==> src/rtl/mul_seq32_pkg.sv <==
// Shared definitions for the sequential 32x32 multiplier: FSM encoding and iteration count.
package mul_seq32_pkg;

  typedef enum logic [1:0] {
    MUL_IDLE = 2'd0,
    MUL_RUN  = 2'd1,
    MUL_DONE = 2'd2
  } mul_state_t;

  localparam int         MUL_ITER = 32;
  localparam logic [4:0] CNT_LAST = 5'(MUL_ITER - 1);

endpackage

==> src/rtl/cla_32.sv <==
// 32-bit adder built from 4-bit lookahead groups; group carries skip across each group.
// Purely combinational, no backpressure.
module cla_32 (
  input  logic [31:0] x,
  input  logic [31:0] y,
  input  logic        cin,
  output logic [31:0] sum,
  output logic        cout
);

  logic [31:0] p;
  logic [31:0] g;
  logic        cgrp;
  logic        cbit;
  logic        bg;
  logic        bp;

  always_comb begin
    p    = x ^ y;
    g    = x & y;
    sum  = '0;
    cgrp = cin;
    cbit = 1'b0;
    bg   = 1'b0;
    bp   = 1'b1;
    for (int k = 0; k < 8; k++) begin
      bg   = 1'b0;
      bp   = 1'b1;
      cbit = cgrp;
      for (int j = 0; j < 4; j++) begin
        sum[4*k+j] = p[4*k+j] ^ cbit;
        cbit       = g[4*k+j] | (p[4*k+j] & cbit);
        bg         = g[4*k+j] | (p[4*k+j] & bg);
        bp         = bp & p[4*k+j];
      end
      // Carry into the next group comes from group G/P, not the in-group ripple.
      cgrp = bg | (bp & cgrp);
    end
    cout = cgrp;
  end

endmodule

==> src/rtl/mul_seq32.sv <==
// Radix-2 shift-and-add unsigned 32x32->64 multiplier; 32 cycles accept-to-valid, II 34.
// Accepts only in IDLE; result held in DONE until res_ready, flush drops everything.
module mul_seq32
  import mul_seq32_pkg::*;
(
  input  logic        clk,
  input  logic        rst,
  input  logic        flush,
  input  logic        start_valid,
  output logic        start_ready,
  input  logic [31:0] a,
  input  logic [31:0] b,
  output logic        res_valid,
  input  logic        res_ready,
  output logic [63:0] product,
  output logic        busy
);

  mul_state_t  state;
  mul_state_t  state_nxt;
  logic [31:0] mcand;
  logic [31:0] hi;
  logic [31:0] lo;
  logic [4:0]  cnt;
  logic [31:0] addend;
  logic [31:0] sum;
  logic        cout;

  assign addend = lo[0] ? mcand : 32'd0;

  cla_32 u_cla (
    .x    (hi),
    .y    (addend),
    .cin  (1'b0),
    .sum  (sum),
    .cout (cout)
  );

  always_ff @(posedge clk or posedge rst) begin
    if (rst) state <= MUL_IDLE;
    else     state <= state_nxt;
  end

  always_comb begin
    state_nxt = state;
    case (state)
      MUL_IDLE: if (start_valid)     state_nxt = MUL_RUN;
      MUL_RUN:  if (cnt == CNT_LAST) state_nxt = MUL_DONE;
      MUL_DONE: if (res_ready)       state_nxt = MUL_IDLE;
      default:                       state_nxt = MUL_IDLE;
    endcase
    if (flush) state_nxt = MUL_IDLE;
  end

  always_ff @(posedge clk or posedge rst) begin
    if (rst) begin
      mcand <= '0;
      hi    <= '0;
      lo    <= '0;
      cnt   <= '0;
    end else if (flush) begin
      hi  <= '0;
      lo  <= '0;
      cnt <= '0;
    end else begin
      case (state)
        MUL_IDLE: if (start_valid) begin
          mcand <= a;
          lo    <= b;
          hi    <= '0;
          cnt   <= '0;
        end
        MUL_RUN: begin
          // cout is bit 32 of the partial sum and lands in hi[31].
          {hi, lo} <= {cout, sum, lo[31:1]};
          cnt      <= cnt + 5'd1;
        end
        default: ;
      endcase
    end
  end

  assign start_ready = (state == MUL_IDLE);
  assign res_valid   = (state == MUL_DONE);
  assign busy        = (state == MUL_RUN) || (state == MUL_DONE);
  assign product     = {hi, lo};

endmodule

==> config.mk <==
export PLATFORM = sky130hd
export DESIGN_NAME = mul_seq32
export DESIGN_NICKNAME = d
export VERILOG_FILES = /design/src/rtl/mul_seq32_pkg.sv /design/src/rtl/cla_32.sv /design/src/rtl/mul_seq32.sv
export SDC_FILE = /design/constraint.sdc
export NUM_CORES = 1
export LEC_CHECK = 0
export BUFFER_PORTS_ARGS = -buffer_cell sky130_fd_sc_hd__buf_2
export CAP_MARGIN = 20
export CORE_UTILIZATION = 49
export DETAILED_ROUTE_END_ITERATION = 8
export GPL_ROUTABILITY_DRIVEN = 1
export PLACE_DENSITY = 0.77
export SETUP_SLACK_MARGIN = 0.05
export SLEW_MARGIN = 5
export SYNTH_ARGS = -nofsm -noshare
export SYNTH_HDL_FRONTEND = slang
export SYNTH_SLANG_ARGS = --single-unit
==> constraint.sdc <==
create_clock -name clk -period 4.5 [get_ports clk]
set_input_delay 0.225 -clock clk [delete_from_list [all_inputs] [get_ports clk]]
set_output_delay 0.225 -clock clk [all_outputs]
set_load 0.01 [all_outputs]
# --- Yosys cells after proc, flatten, opt, wreduce, memory -nomap -nowiden ---
# Cells that the tools add are included.
classes:
  addsub: 1
  mul: 0
  div_mod_pow: 0
  order_cmp: 0
  eq_ne: 6
  shift: 0
  mux: 15
  bitwise_logic: 159
  n_reduce_logical: 6
ops:
  columns: ["operator", "n"]
  rows:
  - ["$mux 32", 5]
  - ["$pmux 32 s2", 2]
  - ["$and 1x1->1", 73]
  - ["$or 1x1->1", 52]
  - ["$and 32x32->32", 1]
  - ["$xor 32x32->32", 1]
  - ["$xor 1x1->1", 31]
  - ["$mux 5", 2]
  - ["$pmux 5 s2", 1]
  - ["$mux 2", 4]
  - ["$ne 3x3->1 const B", 2]
  - ["$pmux 2 s3", 1]
  - ["$reduce_and 3->1", 2]
  - ["$add 5x1->5 const B", 1]
  - ["$eq 5x5->1 const B", 1]
  - ["$ne 3x2->1 const B", 1]
  - ["$reduce_bool 3->1", 1]
  - ["$eq 2x1->1 const B", 1]
  - ["$eq 2x2->1 const B", 1]
  - ["$logic_not 2->1", 1]
  - ["$reduce_and 2->1", 1]
  - ["$logic_or 1x1->1", 1]
  - ["$not 1->1", 1]
word_totals:
  ff_bits: 103
  latch_bits: 0
  mem_bits_rw: 0
  romBits: 0
  in_bits: 69
  out_inout_bits: 67
  wordCells: 192
  n_memories: 0

# --- Depth between registers and ports, before layout ---
logic_depth:
  depth_word: 29
  depth_mapped: 16
  depth_no_buf: 16

# --- Hierarchy ---
# From an unflattened synthesis, not the netlist that was laid out.
hier_totals:
  hier_cells: 463
  area_unflattened_um2: 5800.6
modules_own_cells:
  columns: ["mod", "n_inst", "cells_per_inst", "area_each_um2", "seq_area_each_um2"]
  rows:
  - ["mul_seq32", 1, 336, 4483.0, 2577.5]
  - ["cla_32", 1, 127, 1317.5, 0.0]

# --- Least setup slack after synthesis ---
# OpenSTA, ideal clock, no wires.
synth_timing:
  kind: "register to register"
  start: "register lo[0]"
  end: "register hi[26]"
  setup_time_ps: 76
  arrival_ps: 4479
  required_ps: 4424
  slack_ps: -56
  stages_incl_launch_ff: 16
  n_path_buf: 1
  synth_period_minus_slack_ps: 4556
  cell_sequence: "dfrtp_1 clkbuf_1 nand2_1 fa_1 fa_1 fa_1 and4b_1 a221oi_1 o31a_1 o21bai_1 a21oi_1 fa_1 fa_1 fa_1 xor2_1 o21ai_1"
synth_via:
  elab_chain_len: 27
  word_cells_on_any_way: 73
  cone_classes: "mux (3); bitwise (70)"
synth_lines:
  columns: ["element", "line_no", "source"]
  rows:
  - ["from (decl)", "mul_seq32.sv:23", "logic [31:0] lo;"]
  - ["from (signal assigned)", "mul_seq32.sv:75", "{hi, lo} <= {cout, sum, lo[31:1]};"]
  - ["$mux 32 (*)", "mul_seq32.sv:29", "assign addend = lo[0] ? mcand : 32'd0;"]
  - ["$xor 32x32->32 or $and 32x32->32 (tied branches)", "cla_32.sv:19, cla_32.sv:20", null]
  - ["$and 1x1->1", "cla_32.sv:33", "bg = g[4*k+j] | (p[4*k+j] & bg);"]
  - ["$or 1x1->1", "cla_32.sv:33", null]
  - ["$and 1x1->1", "cla_32.sv:33", null]
  - ["$or 1x1->1", "cla_32.sv:33", null]
  - ["$and 1x1->1", null, null]
  - ["$or 1x1->1", null, null]
  - ["[11 not listed]", null, null]
  - ["$or 1x1->1", "cla_32.sv:32", "cbit = g[4*k+j] | (p[4*k+j] & cbit);"]
  - ["$and 1x1->1", "cla_32.sv:32", null]
  - ["$or 1x1->1", "cla_32.sv:32", null]
  - ["$and 1x1->1", "cla_32.sv:32", null]
  - ["$or 1x1->1", "cla_32.sv:32", null]
  - ["$xor 1x1->1 (*)", "cla_32.sv:31", "sum[4*k+j] = p[4*k+j] ^ cbit;"]
  - ["$pmux 32 s2 (*)", "mul_seq32.sv:66", "case (state)"]
  - ["$mux 32 (*)", "mul_seq32.sv:61", "end else if (flush) begin"]
  - ["to (signal assigned)", "mul_seq32.sv:75", null]
  - ["to (decl)", "mul_seq32.sv:22", "logic [31:0] hi;"]
# Every way passes the cells marked *; elsewhere a longest branch is shown, timed or not.
# A chain may end at the register's enable or synchronous reset.

# --- Worst setup path in the final report ---
# Same ends and word-level chain as after synthesis.

==> results.py <==
metrics = {
    "run_status": {
        "run_status": "finished clean",
    },
    "logic_synthesis": {
        "synth-async-reset-ratio": 1.00,
        "ys_types": 41,
        "ys_seq_area_frac": 0.444,
        "syn-instance-count": 543,
        "syn_nets": 671,
        "syn_avg_cell_area_sq_um": 10.7,
        "yosysWarnings": 0,
        "syn_area_sq_mm": 0.00580,
        "synth-edff-count": 0,
        "synth_ff_type": "dfrtp_1",
        "synth-seq-cells": 103,
    },
    "routing": {
        "wl_um": 13200,
        "ant_nets": 0,
        "drt_pass1_iterations": 4,
        "vias": 4397,
        "routed_via_density": 5.37,
        "wl_per_cell_um": 16.1,
        "drt_first_iter_violations": 155,
        "drcViolationCount": 0,
    },
    "clocking": {
        "hold_buffers": 0,
        "clockBufferDepth": 2,
        "path_clk_slew_ns": 0.06,
        "htreeDepth": 3,
        "ctsRootBufferMaster": "clkbuf_16",
        "clkLatencyLatePin_ns": 0.35,
        "clock-sinks": 103,
        "cts_buffers": 9,
        "cts_tree": "built",
    },
    "power_and_ir_drop": {
        "p_int_uw": 2220,
        "peakVddDrop_v": 0.000356,
        "power.share.clock": 0.217,
        "switching_share": 0.373,
        "seqPwrFrac": 0.396,
        "p_per_area_mw_per_mm2": 510,
        "combPwrFrac": 0.387,
        "leakagePower_uw": 0.00346,
        "p_switching_uw": 1330,
    },
    "floorplan": {
        "num_io_pins": 136,
        "initial_utilization": 0.506,
        "die-width_um": 111,
        "num_rows": 39,
        "die_h_um": 111,
        "die-area_sq_mm": 0.0123,
        "coreArea_sq_mm": 0.0115,
    },
    "placement": {
        "hpwlAfterDp_um": 9340,
        "gp_congestion": 0.807,
        "place.port_buffers": 135,
        "placed_cell_area_sq_mm": 0.00662,
    },
    "sta": {
        "tightest_slew_ns": 1.02,
        "period_share": 0.974,
        "fmax_mhz": 228,
        "skew_ns": 0.00730,
        "slew_headroom": 0.318,
        "period_minus_slack_ns": 4.38,
        "setup_viol": 0,
        "maxSlewViolCount": 0,
        "hold_violations": 0,
        "final.setup.tns_ns": 0,
    },
    "critical_path": {
        "path_depth": 17,
        "crit_top_cell": "fa_2",
        "reg2reg_depth": 17,
        "cp-end-kind": "flip-flop",
        "startpoint_type": "flip-flop",
        "worstSetupPathType": "flip-flop to flip-flop",
        "path_max_fanout": 3,
        "timing.critical_path.slowest_stage_cell": "fa_1",
        "arrival_ns": 4.60,
        "cp_cell_sequence": "and2_1 -> ha_1 -> inv_1 -> fa_2 -> fa_2 -> fa_2 -> and4b_1 -> a221oi_2 -> o31a_1 -> o21bai_1 -> buf_4 -> a21oi_2 -> fa_2 -> fa_2 -> fa_1 -> xor2_1 -> o21ai_1",
        "path_delay_family": "adder cells",
        "required_ns": 4.72,
        "slowest_delay_ns": 0.41,
        "cp.buffers_inverters": 2,
    },
    "grt": {
        "track_usage": 0.225,
        "grt_pass1_vias": 4543,
        "grt_pass1_wl_um": 22000,
        "grt_max_degree": 65,
        "grt_overflow": 0,
        "antenna_found_initial": 0,
    },
    "final_layout": {
        "design_area_sq_mm": 0.00696,
        "num_antenna_cells": 0,
        "area_delta_synth_final_pct": 20.0,
        "final_layout_size_suffix_gt1_frac": 0.275,
        "finalNetCount": 800,
    },
    "min_path": {
        "hp-class": "input pin to async pin",
    },
    "run": {
        "cap_violations": 0,
    },
}
[worst paths after layout]
kind,startpoint,to,slack (ns)
setup / recovery,lo[0]$_DFFE_PP0P_,hi[26]$_DFFE_PP0P_,0.12
hold / removal,rst,lo[23]$_DFFE_PP0P_,0.03
setup reg to reg,lo[0]$_DFFE_PP0P_,hi[26]$_DFFE_PP0P_,0.12
hold reg to reg,mcand[11]$_DFFE_PP0P_,mcand[11]$_DFFE_PP0P_,0.49
max in group asynchronous,rst,lo[0]$_DFFE_PP0P_,3.42
min in group clk,a[4],mcand[4]$_DFFE_PP0P_,0.09
[power groups by stage]
| stage | clock (uW) | sequential (uW) | combinational, uW |
|---|---|---|---|
| after floorplan | 0 | 1430 | 937 |
| after global placement | 0 | 1410 | 1320 |
| after detailed placement | 0 | 1420 | 1380 |
| after CTS | 797 | 1410 | 1390 |
| after global routing | 832 | 1440 | 1540 |
| final | 770 | 1410 | 1380 |
[worst reg2reg max path: stages (launching register included)]
cell,delay (ns)
dfrtp_2,0.35
and2_1,0.13
ha_1,0.14
inv_1,0.05
fa_2,0.34
fa_2,0.35
fa_2,0.34
and4b_1,0.30
a221oi_2,0.09
o31a_1,0.37
o21bai_1,0.21
buf_4,0.15
a21oi_2,0.07
fa_2,0.38
fa_2,0.37
fa_1,0.41
xor2_1,0.15
o21ai_1,0.07
[final cells by class]
class / count / area (sq um)
fill: 923 / 4510
multi-input combinational: 358 / 2950
sequential: 103 / 2580
timing repair buffer: 147 / 766
clock buffer: 12 / 246
inverter: 53 / 201
tap: 143 / 179
clock inverter: 3 / 43.8
[logic make-up (layout without fill, tap and decap cells)]
family | after synthesis | in the layout | share of synthesized area
and+or+nand+nor | 129 | 129 | 0.0986
AOI/OAI and AO/OA | 96 | 96 | 0.109
adders and majority gates | 59 | 59 | 0.158
buffers and inverters | 82 | 215 | 0.0561
DFF | 103 | 103 | 0.444
xor gates and xnor gates | 7 | 7 | 0.0106
muxes | 67 | 67 | 0.123
[routing by layer]
metal | wire (um) | vias to the layer above | track usage
met3 | 943 | 16 | 0.0809
met1 | 5560 | 2132 | 0.276
li1 | - | 2097 | -
met4 | 257 | 0 | 0.0631
met2 | 6400 | 152 | 0.373
met5 | 0 | - | 0
[flip-flops by register name, indices dropped and copies added (netlist names)]
signal	cells
cnt	5
hi	32
lo	32
mcand	32
state	2
[cell usage after synthesis, drive strengths merged, types with 2 or more instances]
library cell    n  share of area
buf            16          0.013
a21oi          12          0.010
clkbuf         13         0.0084
nand4           4         0.0043
o31ai           5         0.0073
nand2          62          0.043
fa             24          0.083
nand3           3         0.0026
a22o            3         0.0045
a211oi         33          0.043
mux2           33          0.064
ha             35          0.075
o21ai          32          0.028
nor2           41          0.027
inv            53          0.034
a21o            3         0.0039
xor2            7          0.011
dfrtp         103           0.44
mux2i          34          0.059
and2            9         0.0097
a221oi          3         0.0045
and3            2         0.0024
[placed cells by master, fill, tap and decap left out, drive strengths merged, types with 3 or more instances in the layout]
| cell | instances |
|---|---|
| inv | 53 |
| nand2 | 62 |
| a21o | 3 |
| a221oi | 3 |
| ha | 35 |
| o31ai | 5 |
| fa | 24 |
| mux2 | 33 |
| nor2 | 41 |
| nand3 | 3 |
| buf | 147 |
| a22o | 3 |
| nand4 | 4 |
| dfrtp | 103 |
| xor2 | 7 |
| o21ai | 32 |
| clkbuf | 12 |
| and2 | 9 |
| mux2i | 34 |
| a211oi | 33 |
| a21oi | 12 |
[metrics by stage]
step                      power (uW)   util  setup WS (ns)  cells  hold WS (ns)
after floorplan                 2370      -         0.0954    543         0.357
after global placement          2720  0.577         0.0469    802         0.423
after detailed placement        2800  0.577        -0.0443    802         0.426
after CTS                       3590  0.603         0.0993    817        0.0532
after global routing            3820  0.607        -0.0429    819        0.0748
final                           3550  0.607          0.117    819        0.0340
[timing repair]
action,4_1_cts,5_1_grt
pin swaps,2,11
resized for setup,3,9
endpoints found under the setup margin,7,5
buffers inserted,0,2
No activity file was read; power rests on OpenSTA's default activity.
